`src/rtl/sprite_pkg.sv`:
```
// ROM geometry shared by the sprite renderers and the ROM arbiter,
// plus a ceiling-log2 helper for sizing pointers and counters.
package sprite_pkg;

  localparam int ROM_AW          = 8;
  localparam int ROM_DW          = 8;
  localparam int ROWS_PER_BITMAP = 16;
  localparam int NUM_BITMAPS     = 5;

  function automatic int clog2(input int value);
    int r;
    r = 0;
    for (int i = 0; i < 31; i++) begin
      if ((1 << i) < value) r = i + 1;
    end
    return r;
  endfunction

endpackage

```
`src/rtl/rr_select.sv`:
```
// Combinational round-robin picker: the first requester found when searching
// from rr_ptr upwards (modulo NREQ) wins. Reused by the playfield bus arbiter.
module rr_select #(
  parameter int NREQ = 4,
  parameter int PW   = 2
) (
  input  logic [NREQ-1:0] req,
  input  logic [PW-1:0]   rr_ptr,
  output logic [NREQ-1:0] grant,
  output logic [PW-1:0]   winner,
  output logic            any
);

  int            sum;
  logic [PW-1:0] idx;

  always_comb begin
    grant  = '0;
    winner = '0;
    any    = 1'b0;
    sum    = 0;
    idx    = '0;
    for (int k = 0; k < NREQ; k++) begin
      sum = int'(rr_ptr) + k;
      if (sum >= NREQ) sum = sum - NREQ;
      idx = PW'(sum);
      if (!any && req[idx]) begin
        any         = 1'b1;
        grant[idx]  = 1'b1;
        winner      = idx;
      end
    end
  end

endmodule

```
`src/rtl/sprite_rom_arbiter.sv`:
```
// Shares one combinational sprite ROM between NREQ renderers: round-robin
// address issue, registered data return with a one-cycle rvalid, starvation flags.
module sprite_rom_arbiter
  import sprite_pkg::*;
#(
  parameter int NREQ     = 4,
  parameter int AW       = ROM_AW,
  parameter int DW       = ROM_DW,
  parameter int MAX_WAIT = 15
) (
  input  logic             clk,
  input  logic             reset_n,
  input  logic [NREQ-1:0]  req,
  input  logic [NREQ*AW-1:0] req_addr,
  output logic [NREQ-1:0]  grant,
  output logic [NREQ-1:0]  rvalid,
  output logic [DW-1:0]    rdata,
  output logic [AW-1:0]    rom_addr,
  input  logic [DW-1:0]    rom_bits,
  output logic [NREQ-1:0]  starve
);

  localparam int            PW         = clog2(NREQ);
  localparam int            CW         = clog2(MAX_WAIT + 2);
  localparam logic [PW-1:0] LAST_IDX   = PW'(NREQ - 1);
  localparam logic [CW-1:0] WAIT_LIMIT = CW'(MAX_WAIT + 1);
  localparam logic [CW-1:0] WAIT_LAST  = CW'(MAX_WAIT);

  logic [PW-1:0]   rr_ptr;
  logic [PW-1:0]   winner;
  logic [PW-1:0]   owner;
  logic [NREQ-1:0] sel_grant;
  logic            sel_any;
  logic            stage_valid;
  logic [CW-1:0]   wait_cnt [NREQ];

  rr_select #(
    .NREQ (NREQ),
    .PW   (PW)
  ) u_rr_select (
    .req    (req),
    .rr_ptr (rr_ptr),
    .grant  (sel_grant),
    .winner (winner),
    .any    (sel_any)
  );

  // Grant is masked while in reset so nothing is promised that would be dropped.
  assign grant = sel_grant & {NREQ{reset_n}};

  always_ff @(posedge clk or negedge reset_n) begin
    if (!reset_n) begin
      rr_ptr      <= '0;
      rom_addr    <= '0;
      owner       <= '0;
      stage_valid <= 1'b0;
    end else begin
      stage_valid <= sel_any;
      if (sel_any) begin
        rom_addr <= req_addr[int'(winner)*AW +: AW];
        owner    <= winner;
        rr_ptr   <= (winner == LAST_IDX) ? '0 : winner + 1'b1;
      end
    end
  end

  always_ff @(posedge clk or negedge reset_n) begin
    if (!reset_n) begin
      rdata  <= '0;
      rvalid <= '0;
    end else begin
      rvalid <= '0;
      if (stage_valid) begin
        rdata         <= rom_bits;
        rvalid[owner] <= 1'b1;
      end
    end
  end

  // A requester starves on the edge its count would reach MAX_WAIT+1.
  always_ff @(posedge clk or negedge reset_n) begin
    if (!reset_n) begin
      for (int i = 0; i < NREQ; i++) wait_cnt[i] <= '0;
      starve <= '0;
    end else begin
      for (int i = 0; i < NREQ; i++) begin
        if (!req[i] || sel_grant[i]) begin
          wait_cnt[i] <= '0;
        end else if (wait_cnt[i] != WAIT_LIMIT) begin
          wait_cnt[i] <= wait_cnt[i] + 1'b1;
        end
        if (req[i] && !sel_grant[i] && (wait_cnt[i] == WAIT_LAST)) begin
          starve[i] <= 1'b1;
        end
      end
    end
  end

endmodule

```
`config.mk`:
```
export PLATFORM = sky130hd
export DESIGN_NAME = sprite_rom_arbiter
export DESIGN_NICKNAME = d
export VERILOG_FILES = /design/src/rtl/sprite_pkg.sv /design/src/rtl/rr_select.sv /design/src/rtl/sprite_rom_arbiter.sv
export SDC_FILE = /design/constraint.sdc
export NUM_CORES = 1
export LEC_CHECK = 0
export ABC_CLOCK_PERIOD_IN_PS = 4500
export CAP_MARGIN = 20
export CELL_PAD_IN_SITES_DETAIL_PLACEMENT = 2
export CELL_PAD_IN_SITES_GLOBAL_PLACEMENT = 2
export CORE_MARGIN = 4
export CORE_UTILIZATION = 34
export CTS_BUF_LIST = sky130_fd_sc_hd__clkbuf_4
export DETAILED_ROUTE_END_ITERATION = 10
export MAX_ROUTING_LAYER = met4
export PLACE_DENSITY = 0.93
export SLEW_MARGIN = 20
export SYNTH_ARGS = -nofsm -noshare
export SYNTH_HDL_FRONTEND = slang
export SYNTH_SLANG_ARGS = --single-unit
```
`constraint.sdc`:
```
create_clock -name clk -period 4.5 [get_ports clk]
set_input_delay 0.9 -clock clk [delete_from_list [all_inputs] [get_ports clk]]
set_output_delay 0.9 -clock clk [all_outputs]
set_load 0.02 [all_outputs]
```
**After elaboration in Yosys (flattened, before gate mapping)**

Index checks and enable logic that the tools add are counted.

- Memories: 0
- Word-level logic and storage cells: 133
- Bits in writable memories: 0
- Memory bits (read-only): 0
- Bits in latches: 0
- Register bits after elaboration: 49

- $add $sub $neg: 12
- Div/mod/pow operators: 0
- Multiplexer cells: 44
- Shift-type cells: 1
- Bitwise gates (word level): 4
- $mul: 0
- Reductions and logical operators: 35
- Eq/ne operators: 9
- Magnitude comparators: 14

Operators with widths:

| kind | count |
|---|---|
| $mux W5 | 8 |
| $shiftx A32 B6 Y8 | 1 |
| $add A5 B1 Y5 const B | 4 |
| $eq A5 B4 Y1 const B | 4 |
| $mux W4 | 5 |
| $ne A5 B5 Y1 const B | 4 |
| $mux W2 | 9 |
| $logic_and A1 B1 Y1 | 16 |
| $lt A2 B3 Y1 const B | 5 |
| $mux W1 | 13 |
| $or A4 B4 Y4 | 3 |
| $logic_not A1 Y1 | 11 |
| $demux W1 S2 | 5 |
| $ge A2 B1 Y1 const B | 5 |
| $ge A3 B3 Y1 const B | 3 |
| $bmux W1 S2 | 4 |
| $reduce_bool A2 Y1 | 4 |
| $sub A2 B1 Y2 const B | 4 |
| $add A2 B2 Y3 const B | 2 |
| $and A4 B4 Y4 | 1 |
| $logic_or A1 B1 Y1 | 4 |
| $add A2 B1 Y3 const B | 1 |
| $ge A2 B3 Y1 const B | 1 |
| $add A2 B1 Y2 const B | 1 |
| $eq A2 B2 Y1 const B | 1 |

**Depth between registers and ports, before layout**

- Depth in word-level cells: 17
- Mapped depth: 12
- Depth with buffers taken out: 8

**Modules after synthesis**

Synthesis repeated with hierarchy kept, for this count alone.

- Cells, all modules: 253
- Area, all modules: 2827.7 µm²

Modules (own cells, without submodules):

| module | cells each | area each (µm²) | seq. area each (µm²) | times used |
|---|---|---|---|---|
| sprite_rom_arbiter | 208 | 2406.1 | 1226.2 | 1 |
| rr_select | 45 | 421.7 | 0.0 | 1 |

**Worst setup path after synthesis**

OpenSTA, ideal clock, no wires.

- Path kind: register -> output
- From: register rr_ptr[0]
- To: output grant[0]
- Arrival time: 2703 ps
- Stages on the path, launching flop included: 11
- Path slack: 897 ps
- Cell sequence: dfrtp_1 buf_2 buf_1 inv_1 ha_1 clkbuf_1 nor4b_1 a22oi_1 o21ai_1 a2bb2oi_1 nor2b_1

- Word-level cells in the longest chain between the ends: 15
- Elaborated cells on any way between the ends: 60
- Classes of those cells: 7 x add/sub; 12 x order compare; 27 x mux; 4 x bitwise; 10 x reduce/logical

RTL lines:

| element | RTL line | source |
|---|---|---|
| start, declared | sprite_rom_arbiter.sv:29 | `logic [PW-1:0] rr_ptr;` |
| start signal, assigned | sprite_rom_arbiter.sv:62 | `rr_ptr <= (winner == LAST_IDX) ? '0 : winner + 1'b1;` |
| branches (longest 13 deep; another with $add A2 B1 Y3) | - |  |
| $mux W4 * | rr_select.sv:27 | `if (!any && req[idx]) begin` |
| $and A4 B4 Y4 * | sprite_rom_arbiter.sv:49 | `assign grant = sel_grant & {NREQ{reset_n}};` |
| end, declared | sprite_rom_arbiter.sv:15 | `output logic [NREQ-1:0] grant,` |

Mark *: on every way between the ends. The select of a mux whose other input is x is not followed.

**Final worst setup path**

- From: input req[2]
- To: output grant[2]

- Word-level cells in the longest chain between the ends: 13
- Elaborated cells on any way between the ends: 25
- Classes of those cells: 15 x mux; 4 x bitwise; 6 x reduce/logical

RTL lines:

| element | RTL line | source |
|---|---|---|
| start, declared | sprite_rom_arbiter.sv:13 | `input logic [NREQ-1:0] req,` |
| $bmux W1 S2 | rr_select.sv:27 |  |
| $mux W1 (not written as such) | rr_select.sv:27 |  |
| $mux W1 | rr_select.sv:27 |  |
| $logic_not A1 Y1 | rr_select.sv:27 |  |
| $logic_and A1 B1 Y1 | rr_select.sv:27 |  |
| $mux W1 | rr_select.sv:27 |  |
| $logic_not A1 Y1 | rr_select.sv:27 |  |
| $logic_and A1 B1 Y1 | rr_select.sv:27 |  |
| $mux W1 | rr_select.sv:27 |  |
| $logic_not A1 Y1 | rr_select.sv:27 |  |
| $logic_and A1 B1 Y1 | rr_select.sv:27 |  |
| $mux W4 * | rr_select.sv:27 |  |
| $and A4 B4 Y4 * | sprite_rom_arbiter.sv:49 |  |

Every way passes the cells marked *; elsewhere a longest branch is shown, timed or not. The select of a mux whose other input is x is not followed.

==> results.json <==
{
  "cts-buffers-inserted": 5,
  "postLayoutCoreUtil": 0.463,
  "synth-seq-area-share": 0.397,
  "p_comb_frac": 0.610,
  "overflow": 0,
  "hold_viol_final": 0,
  "synth_top_cell_area_share": 0.397,
  "fin_crit_sh": 0.983,
  "async_flop_share": 1.00,
  "ys_types": 43,
  "syn_area_sq_mm": 0.00309,
  "syn_to_final_growth_pct": 31.5,
  "finalSetupViolations": 0,
  "critPathLaunchType": "primary input",
  "hold_path.class": "primary input to async pin",
  "grt.total_usage": 0.224,
  "clk_pin_slew_ns": 0.17,
  "layout_common_cells": "72 x clkdlybuf4s50_1, 48 x dfrtp_1, 30 x nand2_1, 29 x nor2_1, 23 x mux2i_1",
  "gp_congestion": 0.772,
  "grt_pass1_vias": 3146,
  "fmax_mhz": 226,
  "tightest_slew_ns": 1.06,
  "drcViolationCount": 0,
  "power.switching_uw": 1170,
  "firstDrtPassIters": 4,
  "cp_num_buf_inv": 3,
  "vias_per_cell": 5.61,
  "synth_area_leaders": "dfrtp_1 40%, mux2i_1 7.5%, ha_1 7.3%",
  "ys_ff_latch": 49,
  "clockBufferDepth": 2,
  "worst-setup-path-type": "primary input to output pin",
  "die_area_sq_mm": 0.0107,
  "initial_utilization": 0.352,
  "reg2reg_from": "rr_ptr[1]",
  "internal_power_uw": 1380,
  "slowest_stage": "clkdlybuf4s50_1",
  "worst_path_dominant_cell_family": "buffers and inverters",
  "met1Wirelength_mm": 4.56,
  "portBuffers": 73,
  "cp_cell_sequence": "clkdlybuf4s50_1 > buf_4 > mux2i_1 > mux2_2 > nor2_1 > a2bb2oi_1 > nor2b_1 > clkdlybuf4s50_1",
  "drive_above_1_share": 0.113,
  "critPathMaxFanout": 12,
  "root_buffer": "clkbuf_4",
  "cts.sinks": 49,
  "routed_wl_mm": 11.4,
  "drv_cap": 0,
  "path_common_cell": "clkdlybuf4s50_1",
  "status": "finished, final reports clean",
  "slew_headroom": 0.293,
  "avgSynthCellArea_sq_um": 9.80,
  "cts_tree": "yes",
  "cp.arrival_ns": 3.52,
  "p_total_uw": 2560,
  "num_rows": 34,
  "clock_latency_ns": 0.39,
  "cts_max_level": 2,
  "synth_nets": 379,
  "p_clk_frac": 0.133,
  "coreArea_sq_mm": 0.00876,
  "route.met2.wl_mm": 6.20,
  "power_leakage_uw": 0.00172,
  "num_antenna_cells": 0,
  "dieHeight_microns": 103,
  "slew_viol_final": 0,
  "place_hpwl_mm": 8.22,
  "yosysWarnings": 0,
  "synth_flop_cell": "dfrtp_1",
  "routedWlPerCell_microns": 22.9,
  "finalClockSkew_ns": 0.0195,
  "antenna_found_initial": 0,
  "switching_share": 0.459,
  "ioPinCount": 74,
  "nNetsFinal": 452,
  "synth_top_area_cell": "dfrtp_1",
  "slowest_delay_ns": 0.62,
  "critPathLaunch": "req[2]",
  "ir_drop_mv": 0.241,
  "ant_nets": 0,
  "grt_max_degree": 43,
  "cts_setup_buffers": 0,
  "finalCriticalPeriod_ns": 4.42,
  "synth_edf_count": 0,
  "power.density_mw_per_mm2": 630,
  "layout.cells.most_common": "clkdlybuf4s50_1",
  "synth_cells": 315,
  "end_kind": "output pin",
  "dr.max_layer_used": "met4",
  "wl_met3_microns": 346,
  "fill_cells": 917,
  "hold_buffers": 0,
  "power_frac_seq": 0.257,
  "cp.required_ns": 3.60,
  "grt_first_pass_wirelength_mm": 17.6,
  "route.vias.total": 2787,
  "first_iter_violations": 97,
  "die_x_microns": 103
}
==> synthesized netlist by cell type (all sizes together), types with 4 or more instances <==
cell / n
a221oi: 4
and3: 5
xor2: 4
nor2: 30
nand3: 13
a21oi: 17
a31o: 4
mux2i: 24
a2111oi: 7
clkbuf: 9
inv: 20
a2bb2oi: 4
dfrtp: 49
o21ai: 4
mux2: 12
nand2: 30
buf: 9
nor2b: 7
nor3: 4
a211oi: 8
ha: 18
nor4b: 6
xnor2: 8
==> registers in the layout, indices dropped and copies added (netlist names) <==
name and count:
wait_cnt 20, rdata 8, rom_addr 8, rvalid 4, starve 4, owner 2, rr_ptr 2, stage_valid 1
==> per-layer routing <==
metal | GRT usage | vias to the layer above
met5 | - | -
met2 | 0.405 | 61
li1 | - | 1261
met4 | 0.0637 | 0
met3 | 0.0302 | 19
met1 | 0.260 | 1446
==> what timing repair did <==
| item | in CTS | in global routing |
|---|---|---|
| setup endpoints to repair | 4 | 4 |
| gates cloned | 0 | 0 |
| pin swaps | 0 | 0 |
| gates resized for setup | 2 | 2 |
| endpoints found under the hold margin | 0 | 0 |
==> worst reg2reg max path: stages (launching register included) <==
cell       delay (ns)
dfrtp_2          0.52
inv_1            0.21
ha_4             0.40
mux4_2           0.44
nor2b_4          0.23
buf_4            0.19
nor2_4           0.09
mux2i_1          0.14
a2111oi_0        0.87
a211oi_1         0.08
==> power groups by stage <==
stage	Combinational (uW)	Sequential, uW	Clock (uW)
3_5_place_dp	1490	665	0
6_report	1560	656	340
5_1_grt	1690	669	361
4_1_cts	1540	657	347
3_3_place_gp	1390	647	0
2_1_floorplan	935	704	0
==> cell families after synthesis <==
family | share of synthesized area
flip-flops | 0.397
AND/OR/NAND/NOR | 0.165
AO/OA/AOI/OAI | 0.138
XOR/XNOR | 0.0341
multiplexers | 0.137
adder cells (fa/ha/maj) | 0.0730
buffers and inverters | 0.0547
==> metrics by stage <==
stage / TNS [ns] / worst slack (ns) / instance area, sq um / instances / hold slack (ns)
5_1_grt: -0.0369 / -0.0352 / 4060 / 497 / 0.404
4_1_cts: 0 / 0.0874 / 4050 / 497 / 0.400
3_5_place_dp: 0 / 0.151 / 3940 / 489 / 0.493
3_3_place_gp: 0 / 0.318 / 3940 / 489 / 0.483
2_1_floorplan: 0 / 0.897 / 3090 / 315 / 0.449
6_report: 0 / 0.0765 / 4060 / 497 / 0.407
==> final timing paths <==
kind                                endpoint  slack, ns  depth (start not counted)
min in group clk                   starve[1]       0.52                          1
worst min register to register     starve[1]       0.52                          1
worst max-delay path                grant[2]       0.08                          8
worst min-delay path            wait_cnt[14]       0.41                          1
max in group asynchronous           rdata[5]       3.26                          2
worst max register to register   rom_addr[0]       1.19                          9
==> area by class of cell <==
type                       count  area, sq um  share of cell area
clock buffer                   5         37.5             0.00925
clock inverter                 3         68.8              0.0170
inverter                      20         75.1              0.0185
multi-input combinational    228         1710               0.420
sequential                    49         1230               0.302
tap                          108          135              0.0333
timing repair buffer          84          808               0.199
Note: power is estimated with default switching activity, not from simulation.
==> variant, RTL diff (config.mk and constraints unchanged) <==
Make the reset (`reset_n`) synchronous in 3 clocked blocks.
--- a/src/rtl/sprite_rom_arbiter.sv
+++ b/src/rtl/sprite_rom_arbiter.sv
@@ -49,5 +49,5 @@
   assign grant = sel_grant & {NREQ{reset_n}};
 
-  always_ff @(posedge clk or negedge reset_n) begin
+  always_ff @(posedge clk) begin
     if (!reset_n) begin
       rr_ptr      <= '0;
@@ -65,5 +65,5 @@
   end
 
-  always_ff @(posedge clk or negedge reset_n) begin
+  always_ff @(posedge clk) begin
     if (!reset_n) begin
       rdata  <= '0;
@@ -79,5 +79,5 @@
 
   // A requester starves on the edge its count would reach MAX_WAIT+1.
-  always_ff @(posedge clk or negedge reset_n) begin
+  always_ff @(posedge clk) begin
     if (!reset_n) begin
       for (int i = 0; i < NREQ; i++) wait_cnt[i] <= '0;
Function: differs if reset_n is asserted again (counterexample within 4 cycles, from zero or initial values and one cycle with reset_n low); with reset_n held inactive, the same outputs for 10 cycles.
==> variant against the unedited design <==
Routed wire length is 14% lower. Worst setup slack better by 91 ps. First-iteration DRC count is 16% lower. Critical path type unchanged. Global-route usage is 2.9 points lower. Sequential cell count stayed put. Design area is 2.8% lower. Area after synthesis is 1.1% lower. Sequential power is 11% lower. Total power is 30% lower.
==> variant: results (changes against the unedited design) <==
metric;value;unit;change
post_cts_resized;0;;was 2
synth_nets;375;;was 379
drtIter0Drc;81;;was 97
synth_edf_count;20;;was 0
diodes;0;;unchanged
insertion_delay;370;ps;was 390 ps
cts_inserted_buffers;5;;unchanged
hold_class;flip-flop to flip-flop;;was input pin to asynchronous set/reset pin
max_slew.worst_pin.slew;700;ps;was 1060 ps
clock_power_share;0.123;;was 0.133
grt_pass1_vias;3002;;was 3146
reg2reg_from;rr_ptr[1];;unchanged
drive_gt1_frac;0.0761;;was 0.113
synthTopCellsByCount;29 x dfxtp_1, 24 x inv_1, 22 x nor2_1;;was 49 x dfrtp_1, 30 x nand2_1, 29 x nor2_1
placed_area;3880;um^2;was 3940 um^2
crit_start;req[1];;was req[2]
io_buffers;73;;unchanged
synthArstFlopShare;0;;was 1.00
fin_worst_skew;6.13;ps;was 19.5 ps
ys_warn_count;0;;unchanged
vias;2696;;was 2787
grt_pass1_wl;15.7;mm;was 17.6 mm
clockBufferDepth;2;;unchanged
r2r_slack;1340;ps;was 1190 ps
routabilityCongestion;0.876;;was 0.772
cp.arrival;3430;ps;was 3520 ps
synth_top_cells_by_area;edfxtp_1 20%, dfxtp_1 19%, ha_1 7.0%;;was dfrtp_1 40%, mux2i_1 7.5%, ha_1 7.3%
reg2reg_depth;8;;was 9
p_leak;0.00154;uW;was 0.00172 uW
synth_flop_cell;dfxtp_1;;was dfrtp_1
grt_max_degree;23;;was 43
dp_hpwl;7.47;mm;was 8.22 mm
drt-pass1-iter-count;4;;unchanged
grt_use_total;0.196;;was 0.224
antenna_found_initial;0;;unchanged
r2r_end;rom_addr[7];;was rom_addr[0]
top_regs;wait_cnt x20, rdata x8, rom_addr x8;;unchanged
fillers;927;;was 917
internal_power;1010;uW;was 1380 uW
postCtsSetupRepairBufs;0;;unchanged
outcome;completed;;unchanged
crit_fanout;10;;was 12
num-nets-final;443;;was 452
ys_seq_area_frac;0.387;;was 0.397
ys_types;47;;was 43
clkTransAtPathRegs;150;ps;was 170 ps
max-vdd-ir-drop;0.000165;V;was 0.000241 V
drt_wl_total;9.83;mm;was 11.4 mm
-- variant: cell families (layout without fill, tap and decap cells) --
| kind of cell | count (synthesis) | after routing | synth area share |
|---|---|---|---|
| mux | 23 | 23 | 0.0882 |
| flops | 49 | 49 | 0.387 |
| fa+ha+maj | 17 | 17 | 0.0697 |
| simple gates | 99 | 99 | 0.177 |
| xor+xnor | 8 | 8 | 0.0230 |
| buf+inv | 48 | 117 | 0.0697 |
| compound gates | 68 | 68 | 0.185 |
-- variant: cell type report --
| cell class | count | area, um^2 | area share |
|---|---|---|---|
| multi-input cells | 215 | 1660 | 0.421 |
| clock buffers | 6 | 45.0 | 0.0114 |
| well taps | 108 | 135 | 0.0343 |
| clock inverters | 2 | 13.8 | 0.00349 |
| inverters | 25 | 93.8 | 0.0238 |
| repair buffers | 84 | 816 | 0.207 |
| flip-flops and latches | 49 | 1180 | 0.299 |
-- variant: power groups by stage --
stage	Sequential [uW]	Clock, uW	Combinational (uW)
after floorplan	621	0	609
final	586	219	979
after detailed placement	595	0	950
after CTS	588	224	980
after global routing	597	239	1070
after global placement	589	0	895
-- variant: metrics by stage --
step                hold slack [ps]  utilization  total power, uW  std cells  worst slack [ps]
CTS                             469        0.452             1790        489              16.5
finish                          464        0.452             1780        489               167
floorplan                       440            -             1230        312              1000
global route                    495        0.452             1910        489              70.3
detailed placement              451        0.445             1550        481              45.5
global placement                435        0.445             1480        481               105
-- variant: how the worst max path moves through the flow --
stage | slack, ps | end
2_1_floorplan | 1000 | grant[0]
3_3_place_gp | 110 | grant[0]
3_5_place_dp | 50 | grant[0]
4_1_cts | 20 | grant[0]
5_1_grt | 70 | grant[1]
6_report | 170 | grant[3]
-- variant: per-layer routing --
metal  vias to the layer above  track usage  share of wire  wire length (um)
met3                        11       0.0291          0.034               335
met4                         0       0.0424          0.016               157
li1                       1284            -              -                 -
met2                        58        0.356           0.54              5330
met1                      1343        0.228           0.41              4010
met5                         -            -              0                 0
-- variant: critical path, cell delays in order --
cell and delay, ps:
clkdlybuf4s50_1 520, mux4_2 630, nand3b_1 200, a221o_1 340
a21boi_0 200, clkdlybuf4s50_1 630
